[src/rtl/ro_power_monitor.sv]
// ro_power_monitor
// Sequences one ring-oscillator power measurement. It clears the RO counters,
// gates them for a fixed window, waits for the counts to settle, then adds the
// enabled channels one per cycle into a wide result. The result is handed out
// over a valid/ready handshake. After the handshake the block either returns
// to idle (single-shot) or starts the next window straight away (continuous).
//
// State table
//   state    | meaning
//   S_IDLE   | waiting for i_start
//   S_CLEAR  | one cycle: clear RO counters, latch mask, zero accumulator
//   S_RUN    | o_ro_en high for WINDOW_CYCLES cycles
//   S_SETTLE | o_ro_en low for SETTLE_CYCLES cycles while RO counts settle
//   S_SUM    | add one channel per cycle, index 0..OSC_CNT-1
//   S_OUT    | result presented; held until o_out_valid & i_out_ready
//
// Ports
//   i_clk, i_reset         system clock, asynchronous active-high reset
//   i_start                begin a measurement (only honoured in idle)
//   i_continuous           restart automatically after each accepted result
//   i_osc_mask             per-channel include mask, captured in S_CLEAR
//   i_ro_count             packed RO counts, channel i at [i*CNT_WIDTH +: CNT_WIDTH]
//   o_ro_en, o_ro_clr      enable / synchronous-clear to the RO counters
//   o_out_valid/i_out_ready result handshake
//   o_out_sum, o_out_wrap, o_out_id  result payload
//   o_busy                 high whenever the controller is not idle
module ro_power_monitor #(
  parameter int OSC_CNT       = 16,
  parameter int CNT_WIDTH     = 32,
  parameter int WINDOW_CYCLES = 256,
  parameter int SETTLE_CYCLES = 4,
  parameter int SUM_WIDTH     = CNT_WIDTH + $clog2(OSC_CNT)
) (
  input  logic                           i_clk,
  input  logic                           i_reset,
  input  logic                           i_start,
  input  logic                           i_continuous,
  input  logic [OSC_CNT-1:0]             i_osc_mask,
  input  logic [OSC_CNT*CNT_WIDTH-1:0]   i_ro_count,
  output logic                           o_ro_en,
  output logic                           o_ro_clr,
  output logic                           o_out_valid,
  input  logic                           i_out_ready,
  output logic [SUM_WIDTH-1:0]           o_out_sum,
  output logic                           o_out_wrap,
  output logic [15:0]                    o_out_id,
  output logic                           o_busy
);

  localparam int TMR_MAX = (WINDOW_CYCLES > SETTLE_CYCLES) ? WINDOW_CYCLES : SETTLE_CYCLES;
  localparam int TMR_W   = $clog2(TMR_MAX + 1);
  localparam int IDX_W   = $clog2(OSC_CNT);

  localparam logic [TMR_W-1:0] WIN_LOAD = TMR_W'(WINDOW_CYCLES - 1);
  localparam logic [TMR_W-1:0] SET_LOAD = TMR_W'(SETTLE_CYCLES - 1);
  localparam logic [IDX_W-1:0] IDX_LAST = IDX_W'(OSC_CNT - 1);

  typedef enum logic [2:0] {
    S_IDLE,
    S_CLEAR,
    S_RUN,
    S_SETTLE,
    S_SUM,
    S_OUT
  } state_t;

  state_t                r_state;
  logic [TMR_W-1:0]      r_tmr;
  logic [IDX_W-1:0]      r_idx;
  logic [OSC_CNT-1:0]    r_mask;
  logic [SUM_WIDTH-1:0]  r_acc;
  logic                  r_wrap;
  logic [15:0]           r_id_cnt;
  logic                  r_ro_en;
  logic                  r_out_valid;
  logic [SUM_WIDTH-1:0]  r_out_sum;
  logic                  r_out_wrap;
  logic [15:0]           r_out_id;
  logic                  r_busy;

  logic [CNT_WIDTH-1:0]  w_chan;
  logic                  w_chan_en;
  logic [SUM_WIDTH-1:0]  w_addend;
  logic [SUM_WIDTH-1:0]  w_acc_next;
  logic                  w_wrap_next;

  // Channel select as a compare-per-channel mux; avoids a variable-width
  // multiply in the part-select index.
  always_comb begin
    w_chan = '0;
    for (int i = 0; i < OSC_CNT; i++) begin
      if (r_idx == IDX_W'(i)) begin
        w_chan = i_ro_count[i*CNT_WIDTH +: CNT_WIDTH];
      end
    end
  end

  assign w_chan_en   = r_mask[r_idx];
  assign w_addend    = w_chan_en ? SUM_WIDTH'(w_chan) : '0;
  assign w_acc_next  = r_acc + w_addend;
  // An enabled counter sitting at all-ones may have wrapped during the window.
  assign w_wrap_next = r_wrap | (w_chan_en & (&w_chan));

  always_ff @(posedge i_clk or posedge i_reset) begin
    if (i_reset) begin
      r_state     <= S_IDLE;
      r_tmr       <= '0;
      r_idx       <= '0;
      r_mask      <= '0;
      r_acc       <= '0;
      r_wrap      <= 1'b0;
      r_id_cnt    <= '0;
      r_ro_en     <= 1'b0;
      r_out_valid <= 1'b0;
      r_out_sum   <= '0;
      r_out_wrap  <= 1'b0;
      r_out_id    <= '0;
      r_busy      <= 1'b0;
    end else begin
      case (r_state)
        S_IDLE: begin
          if (i_start) begin
            r_state <= S_CLEAR;
            r_busy  <= 1'b1;
          end
        end
        S_CLEAR: begin
          r_mask  <= i_osc_mask;
          r_acc   <= '0;
          r_wrap  <= 1'b0;
          r_idx   <= '0;
          r_tmr   <= WIN_LOAD;
          r_ro_en <= 1'b1;
          r_state <= S_RUN;
        end
        S_RUN: begin
          if (r_tmr == '0) begin
            r_ro_en <= 1'b0;
            r_tmr   <= SET_LOAD;
            r_state <= S_SETTLE;
          end else begin
            r_tmr <= r_tmr - TMR_W'(1);
          end
        end
        S_SETTLE: begin
          if (r_tmr == '0) begin
            r_idx   <= '0;
            r_state <= S_SUM;
          end else begin
            r_tmr <= r_tmr - TMR_W'(1);
          end
        end
        S_SUM: begin
          r_acc  <= w_acc_next;
          r_wrap <= w_wrap_next;
          if (r_idx == IDX_LAST) begin
            r_out_sum   <= w_acc_next;
            r_out_wrap  <= w_wrap_next;
            r_out_id    <= r_id_cnt;
            r_out_valid <= 1'b1;
            r_state     <= S_OUT;
          end else begin
            r_idx <= r_idx + IDX_W'(1);
          end
        end
        S_OUT: begin
          if (i_out_ready) begin
            r_out_valid <= 1'b0;
            r_id_cnt    <= r_id_cnt + 16'd1;
            if (i_continuous) begin
              r_state <= S_CLEAR;
            end else begin
              r_state <= S_IDLE;
              r_busy  <= 1'b0;
            end
          end
        end
        default: begin
          r_state <= S_IDLE;
          r_busy  <= 1'b0;
        end
      endcase
    end
  end

  // Counters are held cleared for the whole of reset as well as in S_CLEAR.
  assign o_ro_clr    = i_reset | (r_state == S_CLEAR);
  assign o_ro_en     = r_ro_en;
  assign o_out_valid = r_out_valid;
  assign o_out_sum   = r_out_sum;
  assign o_out_wrap  = r_out_wrap;
  assign o_out_id    = r_out_id;
  assign o_busy      = r_busy;

endmodule

[config.mk]
export PLATFORM = sky130hd
export DESIGN_NAME = ro_power_monitor
export DESIGN_NICKNAME = d
export VERILOG_FILES = /design/src/rtl/ro_power_monitor.sv
export SDC_FILE = /design/constraint.sdc
export NUM_CORES = 1
export LEC_CHECK = 0
export BUFFER_PORTS_ARGS = -buffer_cell sky130_fd_sc_hd__clkbuf_2
export CAP_MARGIN = 10
export CORE_AREA = 2 2 229 231
export DETAILED_ROUTE_END_ITERATION = 10
export DIE_AREA = 0 0 231 233
export GPL_TIMING_DRIVEN = 0
export HOLD_SLACK_MARGIN = 0.06
export SLEW_MARGIN = 20
export SYNTH_ARGS = -nofsm -noshare
export SYNTH_HDL_FRONTEND = slang
export SYNTH_SLANG_ARGS = --single-unit
[constraint.sdc]
create_clock -name i_clk -period 4.45 [get_ports i_clk]
set_input_delay 0.445 -clock i_clk [delete_from_list [all_inputs] [get_ports i_clk]]
set_output_delay 0.445 -clock i_clk [all_outputs]
set_load 0.01 [all_outputs]
==> results of run 1 <==
cell families after synthesis:
| logic type | share of synthesized area |
|---|---|
| xor+xnor | 0.0279 |
| compound gates | 0.346 |
| flops | 0.268 |
| fa+ha+maj | 0.0376 |
| buf+inv | 0.0660 |
| simple gates | 0.241 |
| mux | 0.0142 |
where the power goes:
group	leakage, µW	switching [µW]	internal [µW]	total [µW]
logic	0.00749	7430	4850	12300
clock network	0.000297	661	857	1520
registers	0.00180	329	1720	2050
cells in the final DEF (no fill, tap or decap), types with 26 or more instances in the layout:
master    Yosys  final
clkbuf_1     52     28
nand3b_1     32     32
inv_1        33     28
nor2b_1      42     33
o22ai_1      40     32
buf_4         7    100
o21ai_0     135     98
dfrtp_1     141    140
ha_1         38     26
nor2_1      121    103
nand2_1     322    310
buf_6        12     33
a22o_1       36     36
a21oi_1     155    136
clkbuf_2      1    593
stage by stage:
| stage | setup TNS [ns] | instance area (µm²) | worst slack, ns | power, µW |
|---|---|---|---|---|
| floorplan | 0 | 13200 | 0.00656 | 7370 |
| global placement | -303.17 | 17000 | -2.08 | 11100 |
| detailed placement | -85.48 | 17100 | -1.88 | 11100 |
| CTS | -2.76 | 19900 | -0.275 | 14900 |
| global route | -13.21 | 20400 | -0.565 | 16400 |
| finish | -8.43 | 20400 | -0.445 | 15900 |
cell usage after synthesis (24+ instances only):
cell / number
inv_1: 33
o22ai_1: 40
ha_1: 38
a22o_1: 36
dfrtp_1: 141
nor3_1: 24
nor2_1: 121
a211oi_1: 25
a221oi_1: 33
a21oi_1: 155
a22oi_1: 25
clkbuf_1: 52
o211ai_1: 24
buf_2: 67
nand2_1: 322
xnor2_1: 32
nor2b_1: 42
a31oi_1: 25
nand3b_1: 32
o21ai_0: 135
routing by layer:
layer / wire length, µm / part of all wire / vias to the layer above / GRT usage
met2: 47100 / 0.46 / 1222 / 0.592
met5: 36 / 0.00035 / - / 0
met4: 8190 / 0.081 / 6 / 0.263
met1: 37900 / 0.37 / 9089 / 0.425
li1: - / - / 7972 / -
met3: 8360 / 0.082 / 357 / 0.0707
worst max-delay path: stages, from the launching register on:
cell       delay (ns)
dfrtp_1          0.39
clkbuf_8         0.15
inv_4            0.04
ha_4             0.18
buf_8            0.14
buf_4            0.13
nor2b_2          0.33
a21oi_1          0.16
a2111oi_1        0.46
o21ai_2          0.19
a31oi_2          0.30
nor2_1           0.11
ha_1             0.37
and3_1           0.22
o211ai_1         0.09
buf_4            0.16
a221oi_4         0.35
a31oi_1          0.14
o21ai_1          0.20
a31oi_2          0.18
buf_4            0.17
o211ai_1         0.18
nand3_1          0.12
cell type report:
cell class                      instances  area, µm²  area share
Multi-Input combinational cell       1446       9990       0.489
Antenna cell                           19       47.5     0.00233
Sequential cell                       141       3530       0.173
Clock inverter                         15        186     0.00912
Clock buffer                           17        425      0.0208
Inverter                               34        151     0.00741
Tap cell                              680        851      0.0416
Buffer                                139       1440      0.0706
Timing Repair Buffer                  688       3820       0.187
how the worst max path moves through the flow:
stage,cells after the start,to,slack (ns),from
floorplan,24,o_out_sum[29],0.007,r_idx[0]
global placement,22,o_out_sum[22],-2.08,r_idx[1]
detailed placement,22,o_out_sum[22],-1.88,r_idx[1]
CTS,24,o_out_sum[22],-0.27,r_idx[0]
global route,22,r_acc[34],-0.56,r_idx[1]
finish,22,r_acc[34],-0.45,r_idx[1]
flip-flops by register name, indices dropped and copies added (netlist names):
register / flops
o_out_valid: 1
o_out_sum: 36
r_state: 3
r_id_cnt: 16
r_idx: 4
r_mask: 16
o_out_wrap: 1
r_wrap: 1
o_ro_en: 1
r_acc: 36
o_out_id: 16
o_busy: 1
r_tmr: 9
repair_timing:
| item | 4_1_cts | 5_1_grt |
|---|---|---|
| setup endpoints to repair | 71 | 50 |
| pin swaps | 75 | 42 |
| endpoints found under the hold margin | 46 | 0 |
| resized for setup | 418 | 86 |
| buffers inserted | 77 | 17 |
| gates cloned | 3 | 0 |
| hold buffers | 1 | 0 |
==> impl_metrics.tcl, run 1 <==
set metrics [dict create \
    status "complete, but fails checks" \
    violations "negative setup slack" \
    die_area_um2 53800 \
    place_congestion 1.00 \
    cts.htree.levels 4 \
    postSynthCellCount 1765 \
    stdcell_count 3179 \
    routedWlPerCell_um 32.0 \
    setup.worst_path.class "reg -> reg" \
    finClkSkew_ns 0.0111 \
    startpoint_type "flop" \
    die_y_um 233 \
    boundaryPins 590 \
    drive_gt1_frac 0.423 \
    final-setup-viol-count 38 \
    timing.final.hold_violations 0 \
    synth_top_cell_area_share 0.268 \
    total_leakage_power_uw 0.00959 \
    antenna_found_initial 24 \
    rsz0062_at_grt "yes" \
    rrSetupSlack_ns -0.45 \
    whs_path_depth 3 \
    synth_top_cell_by_area "dfrtp_1" \
    clock-root-buffer "clkbuf_16" \
    hold_class "in -> reg" \
    nNetsFinal 3039 \
    drc_errors 0 \
    track_usage 0.363 \
    r2r_cells 22 \
    drt_iter0_drc 2167 \
    cts_tree "done" \
    area_growth_pct 55.1 \
    r2r_end "r_acc[34]" \
    critPathRequiredTime_ns 4.76 \
    placed_cells 3035 \
    core_um2 51100 \
    crit_fanout 6 \
    initial_core_util 0.258 \
    vias_per_cell 5.87 \
    dp_hpwl_mm 81.4 \
    r2r_start "r_idx[1]" \
    wirelength_mm 102 \
    power_density_nw_per_um2 776 \
    relSlewSlack 0.476 \
    cts_num_sinks 141 \
    crit_path_end_kind "flop" \
    worst_pin_slew_ns 0.779 \
    numPortBuffers 589 \
    num_rows 83 \
    cts_inserted_buffers 17 \
    drtAntennaViolNets 0 \
    worst_slack_ns -0.445 \
    peakVddDrop_mv 0.316 \
    synthFlopType "dfrtp_1" \
    holdPathEnd "r_mask[6]" \
    async_reset_ff_frac 1.00 \
    worstPathArrival_ns 5.21 \
    vias 18646 \
    grt_start_max_net_pins 84 \
    ys_types 88 \
    fin_crit_sh 1.10 \
    synthesis.area_um2 13200 \
    clk_latency_ns 0.44 \
    utilization 0.400 \
    ys_ff_latch 141 \
    holdWs_ns 0.197 \
    report.final.slew_viol_count 0 \
    ys_seq_area_frac 0.268 \
    cap_violations 0 \
    die_x_um 231 \
    synth-edff-count 0 \
    grt-ovfl-total 0 \
    clockBufferDepth 2 \
    synth.avg_cell_area_um2 7.47 \
    synth.area.top_cells "dfrtp_1, nand2_1, a21oi_1" \
    syn-num-nets 2337 \
    fin_crit_ns 4.90 \
    yosysWarningCount 0 \
    dr.pass1.iters 9 \
    clk_pin_slew_ns 0.07 \
    hp-start "i_osc_mask[6]" \
    n_fill_cell 5501 \
    grt_first_pass_wirelength_mm 137 \
    grt_pass1_vias 18508 \
    clock.fmax_ghz 0.204 \
]
(Power assumes the default switching activity.)
==> run 2: changes to the inputs <==
--- a/config.mk
+++ b/config.mk
@@ -7,9 +7,10 @@
 export LEC_CHECK = 0
 export BUFFER_PORTS_ARGS = -buffer_cell sky130_fd_sc_hd__clkbuf_2
 export CAP_MARGIN = 10
-export CORE_AREA = 2 2 229 231
+export CORE_AREA = 2 2 227 229
+export CTS_BUF_LIST = sky130_fd_sc_hd__clkbuf_2
 export DETAILED_ROUTE_END_ITERATION = 10
-export DIE_AREA = 0 0 231 233
+export DIE_AREA = 0 0 229 231
 export GPL_TIMING_DRIVEN = 0
 export HOLD_SLACK_MARGIN = 0.06
 export SLEW_MARGIN = 20
==> run 2 against run 1 <==
Effect of this change: the flow still finishes with violations (negative setup slack); combinational power is 5% higher; hold slack worse by 0.022 ns; cell count grew 0.98%; critical path depth down 4; core utilization is 0.79 points higher; wire length barely moved; largest power group unchanged.
==> impl_metrics.tcl, run 2 (synthesized netlist as in run 1, its figures left out) <==
set metrics [dict create \
    status "complete, but fails checks" \
    violations "negative setup slack" \
    mostFrequentLayoutCells "clkbuf_2, nand2_1, dfrtp_1" \
    area_growth_pct 56.8 \
    relSlewSlack 0.336 \
    cp_slowest_cell "nor2_1" \
    worst_slack_ns -0.588 \
    finClkSkew_ns 0.0571 \
    internal-power_uw 7100 \
    worst_pin_slew_ns 0.992 \
    startpoint_type "flop" \
    cts.htree.levels 4 \
    path_common_cell "nor2_1" \
    cts_num_sinks 141 \
    core_um2 50700 \
    crit_path_end_kind "flop" \
    die_y_um 231 \
    dp_hpwl_mm 80.4 \
    die_area_um2 52900 \
    clk_latency_ns 0.86 \
    drive_gt1_frac 0.433 \
    total_leakage_power_uw 0.00966 \
    power_frac_comb 0.817 \
    cts_inserted_buffers 17 \
    crit_fanout 10 \
    grt_start_max_net_pins 86 \
    seq_power_share 0.130 \
    hold_class "in -> async" \
    p_total_uw 15700 \
    critPathRequiredTime_ns 5.22 \
    power_density_nw_per_um2 761 \
    drt_iter0_drc 2127 \
    wirelength_mm 102 \
    drtAntennaViolNets 0 \
    r2r_start "r_idx[0]" \
    peakVddDrop_mv 0.283 \
    crit_chain "ha_1 > buf_6 > buf_8 > nor2_1 > a211o_1 > o31ai_2 > a21oi_2 > nor2_1 > ha_1 > nor2_1 > nor2_1 > o211ai_1 > a221oi_2 > a31oi_1 > o21ai_1 > a31oi_2 > or4_1 > nand3_1" \
    report.final.slew_viol_count 0 \
    swShare 0.548 \
    boundaryPins 590 \
    setup.worst_path.class "reg -> reg" \
    antenna_found_initial 14 \
    r2r_cells 18 \
    clockBufferDepth 2 \
    initial_core_util 0.260 \
    routedWlPerCell_um 31.7 \
    clkPwrFrac 0.053 \
    clk_pin_slew_ns 0.30 \
    numPortBuffers 589 \
    num_rows 83 \
    worstPathArrival_ns 5.81 \
    cap_violations 0 \
    final-setup-viol-count 35 \
    grt_pass1_vias 18543 \
    drc_errors 0 \
    clock.fmax_ghz 0.198 \
    r2r_end "r_acc[34]" \
    grt-ovfl-total 0 \
    placed_cells 3036 \
    timing.final.hold_violations 0 \
    final_common_cell "clkbuf_2" \
    crit_path_max_incr_delay_ns 0.77 \
    rsz0062_at_grt "yes" \
    track_usage 0.367 \
    vias_per_cell 5.88 \
    fin_crit_ns 5.04 \
    clock-root-buffer "clkbuf_2" \
    place_congestion 1.05 \
    stdcell_count 3210 \
    vias 18877 \
    fin_crit_sh 1.13 \
    rrSetupSlack_ns -0.59 \
    grt_first_pass_wirelength_mm 138 \
    power_switching_uw 8630 \
    crit_path_start "r_idx[0]" \
    nNetsFinal 3079 \
    cts_tree "done" \
    die_x_um 229 \
    place_ws_ns -1.83 \
    dr.pass1.iters 6 \
]
## run 2: cell count changes in the layout (fill, tap and decap cells not counted), sizes merged
cell / delta
clkbuf: +6
diode: -9
bufbuf: +1
dlygate4sd3: +20
clkinv: +8
inv: -5
clkinvlp: -1
bufinv: -2
buf: +13
## run 2: how the worst max path moves through the flow
stage	endpoint	slack, ns	cells after the start
after floorplan	o_out_sum[29]	0.007	24
after global placement	o_out_sum[30]	-2.13	22
after detailed placement	r_acc[34]	-1.83	22
after CTS	r_acc[34]	-0.38	20
after global routing	r_acc[34]	-0.58	23
final	r_acc[34]	-0.59	18
## run 2: per-layer routing
metal	routed length [µm]	global-route usage	vias up
met4	8680	0.266	4
met2	46700	0.605	1304
met5	23	0	-
met1	37400	0.426	9156
met3	8860	0.0741	373
li1	-	-	8040
## run 2: per-stage QoR
step | hold WS, ns | area (µm²) | TNS (ns) | util
floorplan | 0.440 | 13200 | 0 | -
global placement | 0.458 | 17000 | -316.87 | 0.336
detailed placement | 0.465 | 17100 | -84.64 | 0.337
CTS | 0.117 | 20000 | -5.23 | 0.394
global route | 0.154 | 20700 | -11.86 | 0.408
finish | 0.175 | 20700 | -9.79 | 0.408
## run 2: worst max-delay path, delay by kind of cell, from the launching register on
family,cells,cell delay (ns)
DFF,1,0.47
and+or+nand+nor,6,1.60
AOI/OAI and AO/OA,8,1.86
buffers and inverters,2,0.32
adders and majority gates,2,0.70
## run 2: power by group through the flow
stage | logic (µW) | registers, µW | clock network, µW
after CTS | 11500 | 2020 | 863
after global placement | 9080 | 2020 | 0
after detailed placement | 9100 | 2030 | 0
after floorplan | 5310 | 2050 | 0
final | 12900 | 2040 | 835
after global routing | 13300 | 2100 | 912
## run 2: final cells by class
class,count,area (µm²)
diodes,10,25.0
plain buffers,140,1500
clock buffers,17,85.1
clock inverters,15,186
fillers,5445,30000
inverters,34,155
multi-input cells,1446,10100
flip-flops and latches,141,3530
well taps,680,851
repair buffers,727,4220
## run 2: repair_timing
action | CTS | global route
cloned | 3 | 0
buffers inserted | 93 | 24
resized for setup | 438 | 116
endpoints found under the setup margin | 72 | 55
pin swaps | 72 | 52
hold endpoints to repair | 106 | 0
hold buffers | 21 | 0
==> run 3: changes to the inputs <==
--- a/config.mk
+++ b/config.mk
@@ -13,7 +13,9 @@
 export DIE_AREA = 0 0 229 231
 export GPL_TIMING_DRIVEN = 0
 export HOLD_SLACK_MARGIN = 0.06
+export SETUP_SLACK_MARGIN = 0.15
 export SLEW_MARGIN = 20
 export SYNTH_ARGS = -nofsm -noshare
 export SYNTH_HDL_FRONTEND = slang
 export SYNTH_SLANG_ARGS = --single-unit
+export TNS_END_PERCENT = 20
==> run 3 against run 2 <==
Effect of this change: the run still ends with negative setup slack left; critical path depth is 2 higher; die area unchanged; via count decreased by 1.5%; global-route usage increased by 0.058 points; wire length about the same; final area down 1.9%; sequential power about the same; combinational power shrank 5%; flip-flop and latch count stayed put; first-iteration DRC count decreased by 10%; maximum frequency rose by 3.3%; hold slack lost 0.035 ns; critical endpoint unchanged; largest power group unchanged.
==> impl_metrics.tcl, run 3 (synthesized netlist as in run 1, its figures left out) <==
set metrics [dict create \
    total_leakage_power_uw 0.00948 \
    antenna_found_initial 16 \
    timing.final.hold_violations 0 \
    peakVddDrop_mv 0.265 \
    worstPathArrival_ns 5.60 \
    hold_class "in -> reg" \
    clkPwrFrac 0.057 \
    cts.htree.levels 4 \
    vias 18598 \
    whs_path_depth 4 \
    routedWlPerCell_um 31.8 \
    clk_latency_ns 0.81 \
    area_growth_pct 53.8 \
    nNetsFinal 3052 \
    worst_slack_ns -0.427 \
    drive_gt1_frac 0.420 \
    final_area_um2 20300 \
    boundaryPins 590 \
    cts_inserted_buffers 17 \
    worst_pin_slew_ns 0.807 \
    track_usage 0.368 \
    n_fill_cell 5414 \
    critPathRequiredTime_ns 5.18 \
    cts_tree "done" \
    power_frac_comb 0.808 \
    rsz0062_at_grt "yes" \
    cap_violations 0 \
    die_x_um 229 \
    vias_per_cell 5.83 \
    startpoint_type "flop" \
    drc_errors 0 \
    place_congestion 0.996 \
    power_switching_uw 8320 \
    clock.fmax_ghz 0.205 \
    crit_path_end_kind "flop" \
    status "complete, but fails checks" \
    holdWs_ns 0.140 \
    power_density_nw_per_um2 744 \
    report.final.slew_viol_count 0 \
    dpl_cell_area_um2 17100 \
    cts_num_sinks 141 \
    internal-power_uw 6770 \
    swShare 0.551 \
    crit_fanout 10 \
    drtAntennaViolNets 0 \
    mostFrequentLayoutCells "clkbuf_2, nand2_1, dfrtp_1" \
    numPortBuffers 589 \
    core_um2 50700 \
    clock-root-buffer "clkbuf_2" \
    place_ws_ns -1.78 \
    utilization 0.400 \
    fin_crit_sh 1.10 \
    violations "negative setup slack" \
    dr.pass1.iters 6 \
    die_area_um2 52900 \
    grt_first_pass_wirelength_mm 138 \
    grt-ovfl-total 0 \
    dp_hpwl_mm 81.7 \
    relSlewSlack 0.459 \
    clk_pin_slew_ns 0.26 \
    wirelength_mm 102 \
    num_rows 83 \
    r2r_cells 20 \
    grt_pass1_vias 18625 \
    fin_crit_ns 4.88 \
    grt_start_max_net_pins 86 \
    die_y_um 231 \
    final-setup-viol-count 33 \
    final_common_cell "clkbuf_2" \
    setup.worst_path.class "reg -> reg" \
    seq_power_share 0.135 \
    drt_iter0_drc 1914 \
    finClkSkew_ns 0.0597 \
    clockBufferDepth 2 \
    initial_core_util 0.260 \
]
run 3: critical path: stages (launching register included):
cell and delay, ns:
dfrtp_2 0.45, buf_6 0.15, buf_4 0.26, buf_2 0.34, clkbuf_2 0.45, o21ai_4 0.17
clkbuf_4 0.25, nor2_2 0.22, ha_2 0.23, inv_2 0.04, fa_2 0.35, nor2b_2 0.13
o31a_1 0.16, o211ai_1 0.14, a221oi_2 0.29, buf_4 0.18, a31oi_4 0.09, o21ai_2 0.19
a31oi_4 0.14, or4_1 0.48, nand3_1 0.08
run 3: what timing repair did:
| item | in CTS | in global routing |
|---|---|---|
| endpoints found under the setup margin | 73 | 56 |
| resized for setup | 447 | 67 |
| buffers inserted | 75 | 10 |
| hold buffers | 20 | 0 |
| pin swaps | 79 | 33 |
| hold endpoints to repair | 95 | 0 |
run 3: metrics by stage:
stage	power, µW	cells	setup TNS (ns)
finish	15100	3190	-6.86
global placement	11200	3034	-323.97
detailed placement	11200	3036	-82.37
floorplan	7430	1765	0
global route	15600	3185	-11.56
CTS	14300	3163	-4.68
run 3: layer usage:
metal  vias up  global-route usage  routed length, µm
met5         -                   0                 20
met2      1164               0.606              46900
li1       7995                   -                  -
met1      9122               0.438              39000
met4         4               0.252               8020
met3       313              0.0648               7600
run 3: worst paths after layout:
path                                    from      endpoint  slack [ns]
worst max register to register      r_idx[3]     r_acc[34]       -0.43
min in group asynchronous            i_reset        r_wrap        0.18
worst max-delay path                r_idx[3]     r_acc[34]       -0.43
max in group asynchronous            i_reset  o_out_sum[5]        3.49
worst min-delay path            i_continuous    r_state[0]        0.14
worst min register to register  r_id_cnt[15]  r_id_cnt[15]        0.51
run 3: layout make-up:
type	count	area [µm²]	area share
Multi-Input combinational cell	1446	10000	0.495
Clock inverter	15	175	0.00864
Tap cell	680	851	0.0420
Timing Repair Buffer	696	3860	0.190
Buffer	144	1560	0.0769
Clock buffer	17	85.1	0.00420
Antenna cell	17	42.5	0.00210
Inverter	34	150	0.00741
Sequential cell	141	3530	0.174
run 3: power groups by stage:
stage / Combinational [µW] / Sequential (µW) / Clock [µW]
after detailed placement: 9200 / 2040 / 0
after floorplan: 5380 / 2050 / 0
final: 12200 / 2040 / 864
after CTS: 11400 / 2030 / 887
after global placement: 9180 / 2020 / 0
after global routing: 12600 / 2090 / 939
